## src/rtl/ldm_stm_seq.sv

```systemverilog
// Load/store-multiple sequencer: walks a 16-bit register list and issues one
// memory beat per register, with optional base-register write-back.
module ldm_stm_seq (
  input  logic        clk,
  input  logic        Rst,
  input  logic        Start,
  input  logic        Is_Load,
  input  logic [15:0] Reg_List,
  input  logic [31:0] Base,
  input  logic [3:0]  Rn,
  input  logic        Up,
  input  logic        Pre,
  input  logic        Wb,
  input  logic [31:0] R_Data_A,
  input  logic        Mem_Ready,
  input  logic [31:0] Mem_Rdata,
  output logic [3:0]  R_Addr_A,
  output logic        Mem_Req,
  output logic        Mem_Wr,
  output logic [31:0] Mem_Addr,
  output logic [31:0] Mem_Wdata,
  output logic [3:0]  W_Addr,
  output logic [31:0] W_Data,
  output logic        Write_Reg,
  output logic        Write_PC,
  output logic [31:0] PC_New,
  output logic        Busy,
  output logic        Done
);

  typedef enum logic [2:0] {
    S_IDLE  = 3'd0,
    S_SETUP = 3'd1,
    S_XFER  = 3'd2,
    S_WB    = 3'd3,
    S_DONE  = 3'd4
  } state_t;

  state_t      r_state;
  state_t      w_state_nxt;

  logic        r_is_load;
  logic [15:0] r_list;
  logic [31:0] r_base;
  logic [3:0]  r_rn;
  logic        r_up;
  logic        r_pre;
  logic        r_wb;
  logic [31:0] r_addr;
  logic [31:0] r_final;
  logic        r_skip_wb;

  logic [4:0]  w_cnt;
  logic [31:0] w_n4;
  logic [31:0] w_start;
  logic [31:0] w_final;
  logic [3:0]  w_cur;
  logic [15:0] w_list_nxt;

  function automatic logic [4:0] f_popcount(input logic [15:0] v);
    logic [4:0] sum;
    sum = 5'd0;
    for (int i = 0; i < 16; i++) begin
      sum = sum + {4'd0, v[i]};
    end
    return sum;
  endfunction

  function automatic logic [3:0] f_lowest(input logic [15:0] v);
    logic [3:0] idx;
    idx = 4'd0;
    for (int i = 15; i >= 0; i--) begin
      if (v[i]) begin
        idx = 4'(i);
      end
    end
    return idx;
  endfunction

  // Transfers always run at ascending addresses, so decrement modes start low.
  assign w_cnt      = f_popcount(r_list);
  assign w_n4       = {25'd0, w_cnt, 2'b00};
  assign w_start    = r_up ? (r_pre ? (r_base + 32'd4) : r_base)
                           : (r_pre ? (r_base - w_n4) : (r_base - w_n4 + 32'd4));
  assign w_final    = r_up ? (r_base + w_n4) : (r_base - w_n4);
  assign w_cur      = f_lowest(r_list);
  assign w_list_nxt = r_list & ~(16'd1 << w_cur);

  always_ff @(posedge clk or negedge Rst) begin
    if (!Rst) begin
      r_state <= S_IDLE;
    end else begin
      r_state <= w_state_nxt;
    end
  end

  always_ff @(posedge clk or negedge Rst) begin
    if (!Rst) begin
      r_is_load <= 1'b0;
      r_list    <= 16'd0;
      r_base    <= 32'd0;
      r_rn      <= 4'd0;
      r_up      <= 1'b0;
      r_pre     <= 1'b0;
      r_wb      <= 1'b0;
      r_addr    <= 32'd0;
      r_final   <= 32'd0;
      r_skip_wb <= 1'b0;
    end else begin
      case (r_state)
        S_IDLE: begin
          if (Start) begin
            r_is_load <= Is_Load;
            r_list    <= Reg_List;
            r_base    <= Base;
            r_rn      <= Rn;
            r_up      <= Up;
            r_pre     <= Pre;
            r_wb      <= Wb;
          end
        end
        S_SETUP: begin
          r_addr    <= w_start;
          r_final   <= w_final;
          // A loaded base register must not be overwritten by write-back.
          r_skip_wb <= r_is_load & r_list[r_rn];
        end
        S_XFER: begin
          if (Mem_Ready) begin
            r_list <= w_list_nxt;
            r_addr <= r_addr + 32'd4;
          end
        end
        default: begin
        end
      endcase
    end
  end

  always_comb begin
    w_state_nxt = r_state;
    R_Addr_A    = 4'd0;
    Mem_Req     = 1'b0;
    Mem_Wr      = 1'b0;
    Mem_Addr    = 32'd0;
    Mem_Wdata   = 32'd0;
    W_Addr      = 4'd0;
    W_Data      = 32'd0;
    Write_Reg   = 1'b0;
    Write_PC    = 1'b0;
    PC_New      = 32'd0;
    Busy        = 1'b0;
    Done        = 1'b0;
    case (r_state)
      S_IDLE: begin
        if (Start) begin
          w_state_nxt = S_SETUP;
        end else begin
          w_state_nxt = S_IDLE;
        end
      end
      S_SETUP: begin
        Busy = 1'b1;
        if (r_list == 16'd0) begin
          w_state_nxt = S_DONE;
        end else begin
          w_state_nxt = S_XFER;
        end
      end
      S_XFER: begin
        Busy      = 1'b1;
        Mem_Req   = 1'b1;
        Mem_Addr  = r_addr;
        R_Addr_A  = w_cur;
        Mem_Wr    = ~r_is_load;
        Mem_Wdata = R_Data_A;
        if (Mem_Ready) begin
          if (r_is_load && (w_cur == 4'd15)) begin
            Write_PC = 1'b1;
            PC_New   = Mem_Rdata;
          end else if (r_is_load) begin
            Write_Reg = 1'b1;
            W_Addr    = w_cur;
            W_Data    = Mem_Rdata;
          end else begin
            Write_Reg = 1'b0;
          end
          if (w_list_nxt != 16'd0) begin
            w_state_nxt = S_XFER;
          end else if (r_wb && !r_skip_wb) begin
            w_state_nxt = S_WB;
          end else begin
            w_state_nxt = S_DONE;
          end
        end else begin
          w_state_nxt = S_XFER;
        end
      end
      S_WB: begin
        Busy        = 1'b1;
        Write_Reg   = 1'b1;
        W_Addr      = r_rn;
        W_Data      = r_final;
        w_state_nxt = S_DONE;
      end
      S_DONE: begin
        Busy        = 1'b1;
        Done        = 1'b1;
        w_state_nxt = S_IDLE;
      end
      default: begin
        w_state_nxt = S_IDLE;
      end
    endcase
  end

endmodule

```

## config.mk

```make
export PLATFORM = sky130hd
export DESIGN_NAME = ldm_stm_seq
export DESIGN_NICKNAME = d
export VERILOG_FILES = /design/src/rtl/ldm_stm_seq.sv
export SDC_FILE = /design/constraint.sdc
export NUM_CORES = 1
export LEC_CHECK = 0
export BUFFER_PORTS_ARGS = -buffer_cell sky130_fd_sc_hd__clkbuf_2
export CAP_MARGIN = 0
export CORE_UTILIZATION = 57
export CTS_BUF_LIST = sky130_fd_sc_hd__clkbuf_4 sky130_fd_sc_hd__clkbuf_8 sky130_fd_sc_hd__clkbuf_16
export DETAILED_ROUTE_END_ITERATION = 10
export GPL_TIMING_DRIVEN = 0
export PLACE_DENSITY = 0.84
export RECOVER_POWER = 25
export SLEW_MARGIN = 20
export SYNTH_ARGS = -nofsm -noshare
export SYNTH_HDL_FRONTEND = slang
export SYNTH_SLANG_ARGS = --single-unit
```

## constraint.sdc

```tcl
create_clock -name clk -period 14 [get_ports clk]
set_clock_uncertainty 0.05 [all_clocks]
set_input_delay 0 -clock clk [delete_from_list [all_inputs] [get_ports clk]]
set_output_delay 0 -clock clk [all_outputs]
set_load 0.005 [all_outputs]
```

==> summary.md <==
| Metric | Value |
|---|---|
| HP Class | `in -> out` |
| Max Cap Viol | `2` |
| Clock tree sinks | `124` |
| CTS buffer count | `17` |
| R2r startpoint | `r_list[0]$_DFFE_PN0P_` |
| Final period util | `53.3%` |
| Clock transition at the registers of the reported paths | `60 ps` |
| Setup violators final | `0` |
| Placed cell count | `1831` |
| Core Area | `0.0182 sq mm` |
| Routed wire length | `45.3 mm` |
| Vias/cell | `6.52` |
| Post-cts resize count | `0` |
| N_diodes | `0` |
| Final cell count without fillers | `1923` |
| Num ports | `266` |
| Syn_nets | `1492` |
| Worst r2r dst | `r_addr[24]$_DFFE_PN0P_` |
| Initial antenna violation count | `1` |
| Outcome | `finished, violations left` |
| Vias in the first global route | `11701` |
| R2R Setup Slk | `6540 ps` |
| Final net count | `1837` |
| Global-route wire length before repair | `69.1 mm` |
| Antenna Nets Post-Route | `0` |
| Tot GR Track Use | `47.2%` |
| Worst Path Arrival | `7710 ps` |
| DIE AREA | `0.0194 sq mm` |
| Final Max Tran Viols | `123` |
| Vias | `12534` |
| DRC viols | `0` |
| GRT Residual Overflow | `0` |
| Critical Path Start | `r_list[0]$_DFFE_PN0P_` |
| WL per Instance | `23.6 um` |
| Failing checks | `max-capacitance violations, max-slew violations` |
| Post-synth EDFFs | `0` |
| DR iter-0 viols | `1659` |
| Slew HR | `-238%` |
| Setup CP Type | `reg -> reg` |
| Worst skew pair latency | `440 ps` |
| Number of synthesized register bits | `124` |
| Endpoints failing hold | `0` |
| HP Start | `R_Data_A[10]` |
| Area grow syn2layout | `26.1%` |
| Worst setup SP type | `flop` |
| CP endpoint kind | `flop` |
| Netlist cell types | `86` |
| TritonCTS clock tree | `yes` |
| H-tree depth | `4` |
| Die height | `139 um` |
| Drt first pass iters | `6` |
| Share of cells above drive strength 1 | `22.8%` |
| DP HPWL | `34.0 mm` |
| Largest net degree at the start of global routing | `91` |
| Synth warn | `0` |
| Post-Syn Instances | `1336` |
| RSZ-0062 raised after global routing | `false` |
| Hold Path End | `Mem_Wdata[10]` |
| Post-Syn Area per Cell | `8.05 sq um` |
| CP Data Required Time | `14250 ps` |
| GPL Wtd Cong | `0.992` |
| Port Buffer Count | `265` |
| WHS Path Cells | `3` |
| Root buffer cell | `clkbuf_16` |
| Critical Path Fanout Max | `10` |
| Clock Tree Buf Depth | `2` |
| Setup TNS | `0 ps` |
| Max Fclk | `134 MHz` |
| Reg2reg path depth | `21` |
| Area of the mapped netlist | `0.0108 sq mm` |
| DIE WIDTH | `139 um` |
| Prevailing post-synth register cell | `dfrtp_1` |
| Number of core rows | `49` |
| Slew @ Worst Pin | `5070 ps` |
| Register area share after synthesis | `28.8%` |
| Initial core utilization | `59.1%` |
| Post-layout min period | `7460 ps` |
| Asr flop ratio synth | `100%` |
critical path: stages (launching register included):
cell and delay (ps):
dfrtp_1 320, clkbuf_1 450, inv_1 220, fa_1 620, fa_1 450, fa_1 480, fa_1 490, inv_1 40
ha_1 200, fa_1 420, a21o_1 190, and2_1 190, ha_1 480, inv_1 160, o21a_1 220, nor3_2 400
o2111ai_1 430, nor4_2 530, nand3_2 250, mux2i_1 180, a2111oi_0 480, nand2_1 90
cells by family (layout without fill, tap and decap cells):
family	count (synthesis)	in the layout	share of synthesized area [%]
and+or+nand+nor	568	568	27.9
AOI/OAI and AO/OA	338	338	21.2
buffers and inverters	143	501	5.20
DFF	124	124	28.8
xor gates and xnor gates	76	76	6.19
muxes	55	55	6.13
adders and majority gates	32	32	4.56
cells in the mapped netlist, drive strengths merged (18+ instances only):
cell,count,area share (%)
o22ai,18,1.0
buf,24,1.0
a22o,38,3.1
and2,101,5.9
mux2,37,3.9
nor4,25,2.2
nor3,40,2.0
nand4,22,1.3
ha,20,2.3
dfrtp,124,29
clkbuf,73,2.5
a21oi,76,3.5
nor2,103,3.6
o21ai,85,4.0
nand2,144,5.0
xnor2,41,3.3
nand3,50,2.4
and3,21,1.3
xor2,35,2.8
inv,46,1.6
cell usage in the layout, fill, tap and decap left out, drive strengths merged, types with 41 or more instances in the layout:
cell type,instances
clkbuf,360
nand2,144
dfrtp,124
nor2,103
and2,101
o21ai,85
a21oi,76
dlygate4sd3,59
nand3,50
inv,49
xnor2,41
cell type report:
cell class	count	area (sq um)
Timing Repair Buffer	326	1920
Clock buffer	20	460
Buffer	97	387
Tap cell	229	287
Clock inverter	12	136
Multi-Input combinational cell	1069	7100
Sequential cell	124	3100
Fill cell	1440	4640
Inverter	46	173
through the flow:
step | utilization [%] | worst slack [ps] | instance area, sq um | hold WS [ps]
global route | 74.5 | 6230 | 13600 | 234
global placement | 67.9 | 6860 | 12400 | 152
detailed placement | 68.1 | 6820 | 12400 | -126
CTS | 74.8 | 6770 | 13600 | 224
finish | 74.5 | 6540 | 13600 | 223
floorplan | - | 7670 | 10800 | -346
what timing repair did:
item | CTS | global route
setup endpoints to repair | 0 | 0
buffers inserted | 0 | 0
endpoints found under the hold margin | 181 | 0
hold buffers | 60 | 0
metal layers:
| metal | GRT usage, % | vias to the layer above | wire [um] |
|---|---|---|---|
| li1 | - | 5508 | - |
| met1 | 61.1 | 5868 | 17300 |
| met2 | 70.7 | 994 | 19500 |
| met3 | 15.5 | 162 | 6280 |
| met4 | 23.7 | 2 | 2320 |
| met5 | 0 | - | 13 |
worst max path at each step:
stage,cells after the start,slack [ps],end
2_1_floorplan,21,7670,r_addr[24]$_DFFE_PN0P_
3_3_place_gp,21,6860,r_addr[24]$_DFFE_PN0P_
3_5_place_dp,21,6820,r_addr[24]$_DFFE_PN0P_
4_1_cts,21,6770,r_addr[24]$_DFFE_PN0P_
5_1_grt,21,6230,r_addr[24]$_DFFE_PN0P_
6_report,21,6540,r_addr[24]$_DFFE_PN0P_
flip-flops by register name, summed over array words and instances, names as in the netlist:
signal and count:
r_addr 32, r_base 32, r_final 32, r_is_load 1, r_list 16, r_pre 1
r_rn 4, r_skip_wb 1, r_state 3, r_up 1, r_wb 1
Power is left out: the tool's default activity adds up to more than one toggle a clock period on the data nets, which glitch-free logic cannot reach.
